## src/rtl/pmc_pkg.sv

```systemverilog
// -----------------------------------------------------------------------------
// pmc_pkg -- shared definitions for the PMC snapshot reader.
//   PMC_CNT_W   : width of one performance counter (bits)
//   PMC_NUM_CNT : number of counters in a snapshot
//   PMC_SNAP_W  : total snapshot width
//   pmc_state_e : reader FSM states
//   pmc_cnt_e   : counter order inside the snapshot / stream
// -----------------------------------------------------------------------------
package pmc_pkg;

  localparam int PMC_CNT_W   = 256;
  localparam int PMC_NUM_CNT = 4;
  localparam int PMC_SNAP_W  = PMC_CNT_W * PMC_NUM_CNT;

  typedef enum logic {
    ST_IDLE   = 1'b0,
    ST_STREAM = 1'b1
  } pmc_state_e;

  // Stream order; also the slot index of each counter inside the snapshot.
  typedef enum logic [1:0] {
    CNT_STALL = 2'd0,
    CNT_CPI   = 2'd1,
    CNT_ARITH = 2'd2,
    CNT_MEM   = 2'd3
  } pmc_cnt_e;

endpackage

```

## src/rtl/pmc_word_mux.sv

```systemverilog
// -----------------------------------------------------------------------------
// pmc_word_mux -- selects one WORD_W-bit word of the snapshot by stream index.
// Word i is snapshot bits [i*WORD_W +: WORD_W], so counters come out in
// pmc_cnt_e order, least-significant word first.
// Optional feature macro: PMC_READER_CHECKSUM_EN -- index N_DATA returns the
// XOR of all data words.
// Ports:
//   i_snap  : captured snapshot (PMC_SNAP_W bits)
//   i_idx   : word index
//   o_word  : selected word (0 for an out-of-range index)
// -----------------------------------------------------------------------------
module pmc_word_mux
  import pmc_pkg::*;
#(
  parameter int WORD_W = 32
) (
  input  logic [PMC_SNAP_W-1:0] i_snap,
  input  logic [5:0]            i_idx,
  output logic [WORD_W-1:0]     o_word
);

  localparam int N_DATA = PMC_SNAP_W / WORD_W;

  logic [WORD_W-1:0] w_words [N_DATA];

  for (genvar g = 0; g < N_DATA; g++) begin : g_words
    assign w_words[g] = i_snap[g*WORD_W +: WORD_W];
  end

`ifdef PMC_READER_CHECKSUM_EN
  logic [WORD_W-1:0] w_csum;

  always_comb begin
    w_csum = '0;
    for (int i = 0; i < N_DATA; i++) begin
      w_csum = w_csum ^ w_words[i];
    end
  end
`endif

  // NOTE: o_word gets a default before the loop so every path assigns it and
  // no latch is inferred for index values that match no word.
  always_comb begin
    o_word = '0;
    for (int i = 0; i < N_DATA; i++) begin
      if (i_idx == 6'(i)) o_word = w_words[i];
    end
`ifdef PMC_READER_CHECKSUM_EN
    if (i_idx == 6'(N_DATA)) o_word = w_csum;
`endif
  end

endmodule

```

## src/rtl/pmc_reader.sv

```systemverilog
// -----------------------------------------------------------------------------
// pmc_reader -- captures four 256-bit PMC counters on snap_req and streams them
// out as WORD_W-bit words over a valid/ready handshake.
// Optional feature macro: PMC_READER_CHECKSUM_EN -- appends one XOR checksum
// word after the data words; rd_last moves to that word.
// Ports:
//   clk, reset             : clock, asynchronous active-low reset
//   snap_req               : one-cycle request to capture and stream
//   stall_count_in, cpi_q78_in, arith_count_in, mem_access_count_in : counters
//   rd_data/rd_valid/rd_ready/rd_last/rd_idx : word stream
//   busy                   : snapshot being streamed
//   overrun/clear_overrun  : sticky dropped-request flag and its clear
// -----------------------------------------------------------------------------
module pmc_reader
  import pmc_pkg::*;
#(
  parameter int WORD_W = 32
) (
  input  logic                 clk,
  input  logic                 reset,
  input  logic                 snap_req,
  input  logic [PMC_CNT_W-1:0] stall_count_in,
  input  logic [PMC_CNT_W-1:0] cpi_q78_in,
  input  logic [PMC_CNT_W-1:0] arith_count_in,
  input  logic [PMC_CNT_W-1:0] mem_access_count_in,
  output logic [WORD_W-1:0]    rd_data,
  output logic                 rd_valid,
  input  logic                 rd_ready,
  output logic                 rd_last,
  output logic [5:0]           rd_idx,
  output logic                 busy,
  output logic                 overrun,
  input  logic                 clear_overrun
);

  localparam int N_DATA = PMC_SNAP_W / WORD_W;
`ifdef PMC_READER_CHECKSUM_EN
  localparam int N_WORDS = N_DATA + 1;
`else
  localparam int N_WORDS = N_DATA;
`endif
  localparam logic [5:0] LAST_IDX = 6'(N_WORDS - 1);

  pmc_state_e            r_state, w_state_nxt;
  logic [5:0]            r_idx, w_idx_nxt;
  logic [PMC_SNAP_W-1:0] r_snap, w_snap_in;
  logic                  r_overrun;
  logic                  w_hs, w_final_hs, w_capture, w_overrun_set;
  logic [WORD_W-1:0]     w_word;

  assign w_hs       = (r_state == ST_STREAM) && rd_ready;
  assign w_final_hs = w_hs && (r_idx == LAST_IDX);

  // Counters placed by their stream-order slot.
  always_comb begin
    w_snap_in = '0;
    w_snap_in[int'(CNT_STALL)*PMC_CNT_W +: PMC_CNT_W] = stall_count_in;
    w_snap_in[int'(CNT_CPI)  *PMC_CNT_W +: PMC_CNT_W] = cpi_q78_in;
    w_snap_in[int'(CNT_ARITH)*PMC_CNT_W +: PMC_CNT_W] = arith_count_in;
    w_snap_in[int'(CNT_MEM)  *PMC_CNT_W +: PMC_CNT_W] = mem_access_count_in;
  end

  always_comb begin
    w_state_nxt   = r_state;
    w_idx_nxt     = r_idx;
    w_capture     = 1'b0;
    w_overrun_set = 1'b0;
    unique case (r_state)
      ST_IDLE: begin
        if (snap_req) begin
          w_state_nxt = ST_STREAM;
          w_idx_nxt   = '0;
          w_capture   = 1'b1;
        end
      end
      ST_STREAM: begin
        if (w_final_hs) begin
          // A request on the final handshake chains straight into a new
          // snapshot with no idle cycle.
          w_idx_nxt = '0;
          if (snap_req) w_capture   = 1'b1;
          else          w_state_nxt = ST_IDLE;
        end else begin
          if (w_hs)     w_idx_nxt     = r_idx + 6'd1;
          if (snap_req) w_overrun_set = 1'b1;
        end
      end
      default: w_state_nxt = ST_IDLE;
    endcase
  end

  // NOTE: all state uses non-blocking assignments so every register samples
  // pre-edge values regardless of statement order.
  always_ff @(posedge clk or negedge reset) begin
    if (!reset) begin
      r_state <= ST_IDLE;
      r_idx   <= '0;
    end else begin
      r_state <= w_state_nxt;
      r_idx   <= w_idx_nxt;
    end
  end

  // NOTE: the snapshot is reset as well, so a freshly reset reader never
  // exposes stale counter data; it only loads on an accepted request.
  always_ff @(posedge clk or negedge reset) begin
    if (!reset) begin
      r_snap <= '0;
    end else if (w_capture) begin
      r_snap <= w_snap_in;
    end
  end

  // Set wins over clear so a drop in the clearing cycle is not lost.
  always_ff @(posedge clk or negedge reset) begin
    if (!reset) begin
      r_overrun <= 1'b0;
    end else if (w_overrun_set) begin
      r_overrun <= 1'b1;
    end else if (clear_overrun) begin
      r_overrun <= 1'b0;
    end
  end

  pmc_word_mux #(
    .WORD_W (WORD_W)
  ) u_word_mux (
    .i_snap (r_snap),
    .i_idx  (r_idx),
    .o_word (w_word)
  );

  assign rd_valid = (r_state == ST_STREAM);
  assign busy     = rd_valid;
  assign rd_idx   = r_idx;
  assign rd_last  = rd_valid && (r_idx == LAST_IDX);
  assign rd_data  = rd_valid ? w_word : '0;
  assign overrun  = r_overrun;

endmodule
```

## config.mk

```make
export PLATFORM = sky130hd
export DESIGN_NAME = pmc_reader
export DESIGN_NICKNAME = d
export VERILOG_FILES = /design/src/rtl/pmc_pkg.sv /design/src/rtl/pmc_word_mux.sv /design/src/rtl/pmc_reader.sv
export SDC_FILE = /design/constraint.sdc
export NUM_CORES = 2
export LEC_CHECK = 0
export BUFFER_PORTS_ARGS = -buffer_cell sky130_fd_sc_hd__clkbuf_2
export CAP_MARGIN = 20
export CORE_AREA = 2 2 413 415
export CTS_CLUSTER_SIZE = 16
export DETAILED_ROUTE_END_ITERATION = 8
export DIE_AREA = 0 0 415 417
export PLACE_DENSITY = 0.54
export SETUP_SLACK_MARGIN = 0.15
export SYNTH_ARGS = -nofsm -noshare
export SYNTH_HDL_FRONTEND = slang
export SYNTH_SLANG_ARGS = --single-unit
```

## constraint.sdc

```tcl
create_clock -name clk -period 4.9 [get_ports clk]
set_input_delay 0.49 -clock clk [delete_from_list [all_inputs] [get_ports clk]]
set_output_delay 0.49 -clock clk [all_outputs]
set_load 0.1 [all_outputs]
```

==> qor.log <==
INFO  pwr            comb_power_share=0.421
INFO  global_routing grt_util_all_layers=0.3222
INFO  clock_tree     tritoncts.num_buffers=119
INFO  route          detailroute.via_count=44720
INFO  setup_path     critical_path_arrival=4.31ns
INFO  setup_path     critical_path_buf_inv_count=6
INFO  pwr            cellInternalPower=0.02479W
INFO  pwr            power.share.switching=0.4147
INFO  synthesis      netlist_instances=3695
INFO  synthesis      mappedNetlistNets=4728
INFO  synthesis      yosys_top_cell_area_share=0.5418
INFO  hold_path      hp-class=input pin to register
INFO  pwr            seq_power_share=0.348
INFO  global_routing grt_antenna_before_repair=103
INFO  setup_path     critical_path_required=4.41ns
INFO  timing         worst_relative_slew_slack=0.3590
INFO  synthesis      netlist.top_cell.by_area=sky130_fd_sc_hd__dfrtp_1
INFO  layout         final_layout_size_suffix_gt1_frac=0.4769
INFO  setup_path     worstPathCellList=buf_4 -> ha_4 -> buf_4 -> nor2_4 -> buf_4 -> or3_4 -> o21ai_0 -> a21oi_1 -> o221a_2 -> o311ai_1 -> buf_4 -> nand3_1 -> buf_4 -> buf_12
INFO  global_routing grt_pass1_wl=384400um
INFO  setup_path     worst-path-max-fanout=14
INFO  timing         tns=0ns
INFO  layout         highest_count_cells_in_the_layout_ignoring_fill_and_taps=sky130_fd_sc_hd__clkbuf_2, sky130_fd_sc_hd__dfrtp_1, sky130_fd_sc_hd__mux2_2
INFO  clock_tree     clock_input_transition_at_the_sequential_cells_of_the_worst_setup_and_hold_paths=0.06ns
INFO  setup_path     crit_path_end_kind=output port
INFO  global_routing overflow=0
INFO  clock_tree     tritoncts=done
INFO  pwr            vdd_drop_max=0.4568mV
INFO  setup_path     worstReg2RegStart=rd_idx[3]$_DFFE_PN0P_
INFO  pwr            share_clk_of_total_power=0.231
INFO  layout         syn_to_final_growth=54.41%
INFO  die            fp.coreArea=168500um2
INFO  setup_path     ff2ff_setup_slack=1.46ns
INFO  run_status     result_of_the_run=finished clean
INFO  die            pin_count=1071
INFO  timing         worst_pin_slew=0.9534ns
INFO  timing         final_hold_viol_count=0
INFO  route          drt-wirelength-per-cell=34.41um
INFO  setup_path     reg2regPathDepth=11
INFO  clock_tree     cts-root-to-sink-buffers=3
INFO  timing         minimum_clock_period=4.802ns
INFO  route          vias_per_cell=5.362
INFO  timing         rsz_0062_raised_after_global_routing=yes
INFO  setup_path     timing.critical_path.from_type=register
INFO  global_routing first_global_vias=46550
INFO  pwr            power.net_switching=0.01756W
INFO  pwr            finalPower=0.04235W
INFO  setup_path     critPathTopFamily=buffers and inverters
INFO  pwr            p_per_cell_area=575.4nW/um2
INFO  synthesis      yosysWarnings=0
INFO  placed_design  dp_hpwl=226300um
INFO  clock_tree     insertion_delay=0.80ns
INFO  route          final_antenna_net_count=0
INFO  placed_design  dp.cells=6989
INFO  placed_design  placedInstanceArea=57450um2
INFO  die            fp.dieW=415um
INFO  route          drt_drc_violations_left=0
INFO  timing         fmax=208.2MHz
INFO  setup_path     cpMostUsedCell=sky130_fd_sc_hd__buf_4
INFO  layout         fin_cells=8340
INFO  route          detailedRoute.firstIterationViolations=4031
INFO  synthesis      yosysSeqAreaShare=0.5418
INFO  synthesis      ys_types=93
INFO  synthesis      async_flop_share=1.000
INFO  layout         numnets_final=6985
INFO  route          drt_wl_total=287000um
INFO  timing         finalCritPeriodShare=0.9800
INFO  timing         timing_max_transition_violations_final=0
INFO  layout         layout_commonest_cell=sky130_fd_sc_hd__clkbuf_2
INFO  synthesis      ys_ff_latch=1032
INFO  hold_path      hold_depth=2
INFO  layout         finalInstanceArea=73600um2
INFO  synthesis      synth-edff-count=0
INFO  layout         multi_input_comb_area=21640um2
INFO  clock_tree     cell_chosen_for_the_clock_root=sky130_fd_sc_hd__clkbuf_16
INFO  synthesis      syn-cell-area=47660um2
INFO  placed_design  place_congestion=0.9866
INFO  clock_tree     ctsHtreeMaxLevel=3
INFO  clock_tree     clkSinkCount=1032
INFO  layout         layout.area.seq=25830um2
INFO  setup_path     crit_path_top_delay_cell=sky130_fd_sc_hd__o221a_2
INFO  synthesis      yosys_most_used_dff=sky130_fd_sc_hd__dfrtp_1
INFO  setup_path     crit_type=register to output port
INFO  pwr            cellLeakagePower=32.53nW
INFO  placed_design  port-buffer-count=1070
INFO  die            die_outline_area=173100um2
INFO  global_routing grt_start_max_net_pins=138
INFO  route          drt-pass1-iter-count=6
INFO  timing         timing.clock.skew=0.05555ns
INFO  setup_path     slowest_delay=0.49ns
INFO  synthesis      synth.area.top_cells=sky130_fd_sc_hd__dfrtp_1, sky130_fd_sc_hd__mux2_2, sky130_fd_sc_hd__a221oi_1
INFO  synthesis      syn_avg_cell_area=12.90um2
INFO  die            chipHeight=417um
INFO  die            rows=151
INFO  hold_path      min_from=cpi_q78_in[7]
INFO  setup_path     crit_cells=14
INFO  timing         final_report_setup_violation_count=0
INFO  run            drv_cap=0
INFO  setup_path     reg2reg_to=r_snap[642]$_DFFE_PN0P_
INFO  hold_path      worst_hold_path.endpoint=r_snap[263]$_DFFE_PN0P_
INFO  layout         nFillCells=15730
INFO  die            floorplan.initialDensity=0.2828
INFO  timing         final.hold.worst_slack=0.03513ns
[flip-flops by register name, indices dropped and copies added (netlist names)]
name and count:
rd_idx 6, r_snap 1024, busy 1, overrun 1
[synthesized netlist by cell type, drive strengths merged, types with 26 or more instances]
cell type and n:
a21oi 98, a221o 26, a221oi 111, a22o 29, a22oi 95, buf 202, clkbuf 66, dfrtp 1032
mux2 1024, nand2 134, nand3 40, nor2 195, nor3 62, o211ai 37, o21ai 87, o221ai 47
o22ai 86
[how the worst max path moves through the flow]
stage	startpoint	endpoint	slack, ns
after floorplan	rd_idx[1]$_DFFE_PN0P_	rd_data[14]	0.16
after global placement	rd_idx[0]$_DFFE_PN0P_	rd_data[12]	-0.34
after detailed placement	rd_idx[1]$_DFFE_PN0P_	rd_data[28]	-0.21
after CTS	rd_idx[3]$_DFFE_PN0P_	rd_data[28]	0.06
after global routing	rd_idx[3]$_DFFE_PN0P_	rd_data[4]	0.09
final	rd_idx[1]$_DFFE_PN0P_	rd_data[21]	0.1
[power by group through the flow]
stage,Clock [W],Combinational (W),Sequential (W)
2_1_floorplan,0,0.00874,0.0131
3_3_place_gp,0,0.0157,0.0147
3_5_place_dp,0,0.0159,0.0147
4_1_cts,0.00992,0.0174,0.0146
5_1_grt,0.0103,0.0183,0.0149
6_report,0.00978,0.0178,0.0147
[per-stage QoR]
step                        util  setup WS (ns)
after floorplan                -         0.1607
after global placement    0.3408        -0.3369
after detailed placement  0.3409        -0.2114
after CTS                 0.4333        0.05813
after global routing      0.4366        0.09016
final                     0.4367        0.09805
[cells by family (layout without fill, tap and decap cells)]
group | count (synthesis) | after routing | synth area share
DFF | 1032 | 1032 | 0.5418
muxes | 1027 | 1027 | 0.2426
AOI/OAI and AO/OA | 783 | 783 | 0.1234
and+or+nand+nor | 572 | 572 | 0.06082
buffers and inverters | 275 | 2631 | 0.02993
adders and majority gates | 4 | 4 | 0.001050
xor gates and xnor gates | 2 | 2 | 0.0003676
other | 0 | 71 | 0
[per-layer routing]
metal | wire (um) | track usage | vias to the layer above | part of all wire
met4 | 22310 | 0.2117 | 32 | 0.078
met1 | 107000 | 0.3702 | 23050 | 0.37
met2 | 140900 | 0.5525 | 2201 | 0.49
li1 | - | - | 18700 | -
met3 | 16540 | 0.05544 | 737 | 0.058
met5 | 197 | 0 | - | 0.00069
[cell type report]
cell class	instances	area share
Sequential cell	1032	0.3510
Multi-Input combinational cell	2388	0.2940
Timing Repair Buffer	2404	0.2568
Clock buffer	165	0.04750
Tap cell	2218	0.03771
Clock inverter	55	0.01029
Antenna cell	71	0.002414
Inverter	7	0.0003570
[worst reg2reg max path: stages, from the launching register on]
cell	delay [ns]
sky130_fd_sc_hd__dfrtp_2	0.54
sky130_fd_sc_hd__buf_4	0.34
sky130_fd_sc_hd__nand3b_4	0.15
sky130_fd_sc_hd__buf_4	0.17
sky130_fd_sc_hd__nor2_4	0.30
sky130_fd_sc_hd__buf_4	0.22
sky130_fd_sc_hd__a21boi_1	0.13
sky130_fd_sc_hd__nor2_4	0.20
sky130_fd_sc_hd__buf_12	0.25
sky130_fd_sc_hd__buf_12	0.33
sky130_fd_sc_hd__buf_4	0.31
sky130_fd_sc_hd__mux2_2	0.37
[timing repair]
item / 4_1_cts / 5_1_grt
setup endpoints to repair: 32 / 32
gates cloned: 0 / 1
pin swaps: 26 / 21
endpoints found under the hold margin: 1069 / 1
setup buffers: 34 / 16
resized for setup: 198 / 52
hold buffers: 1008 / 1
Power figures use the tool's default switching activity.
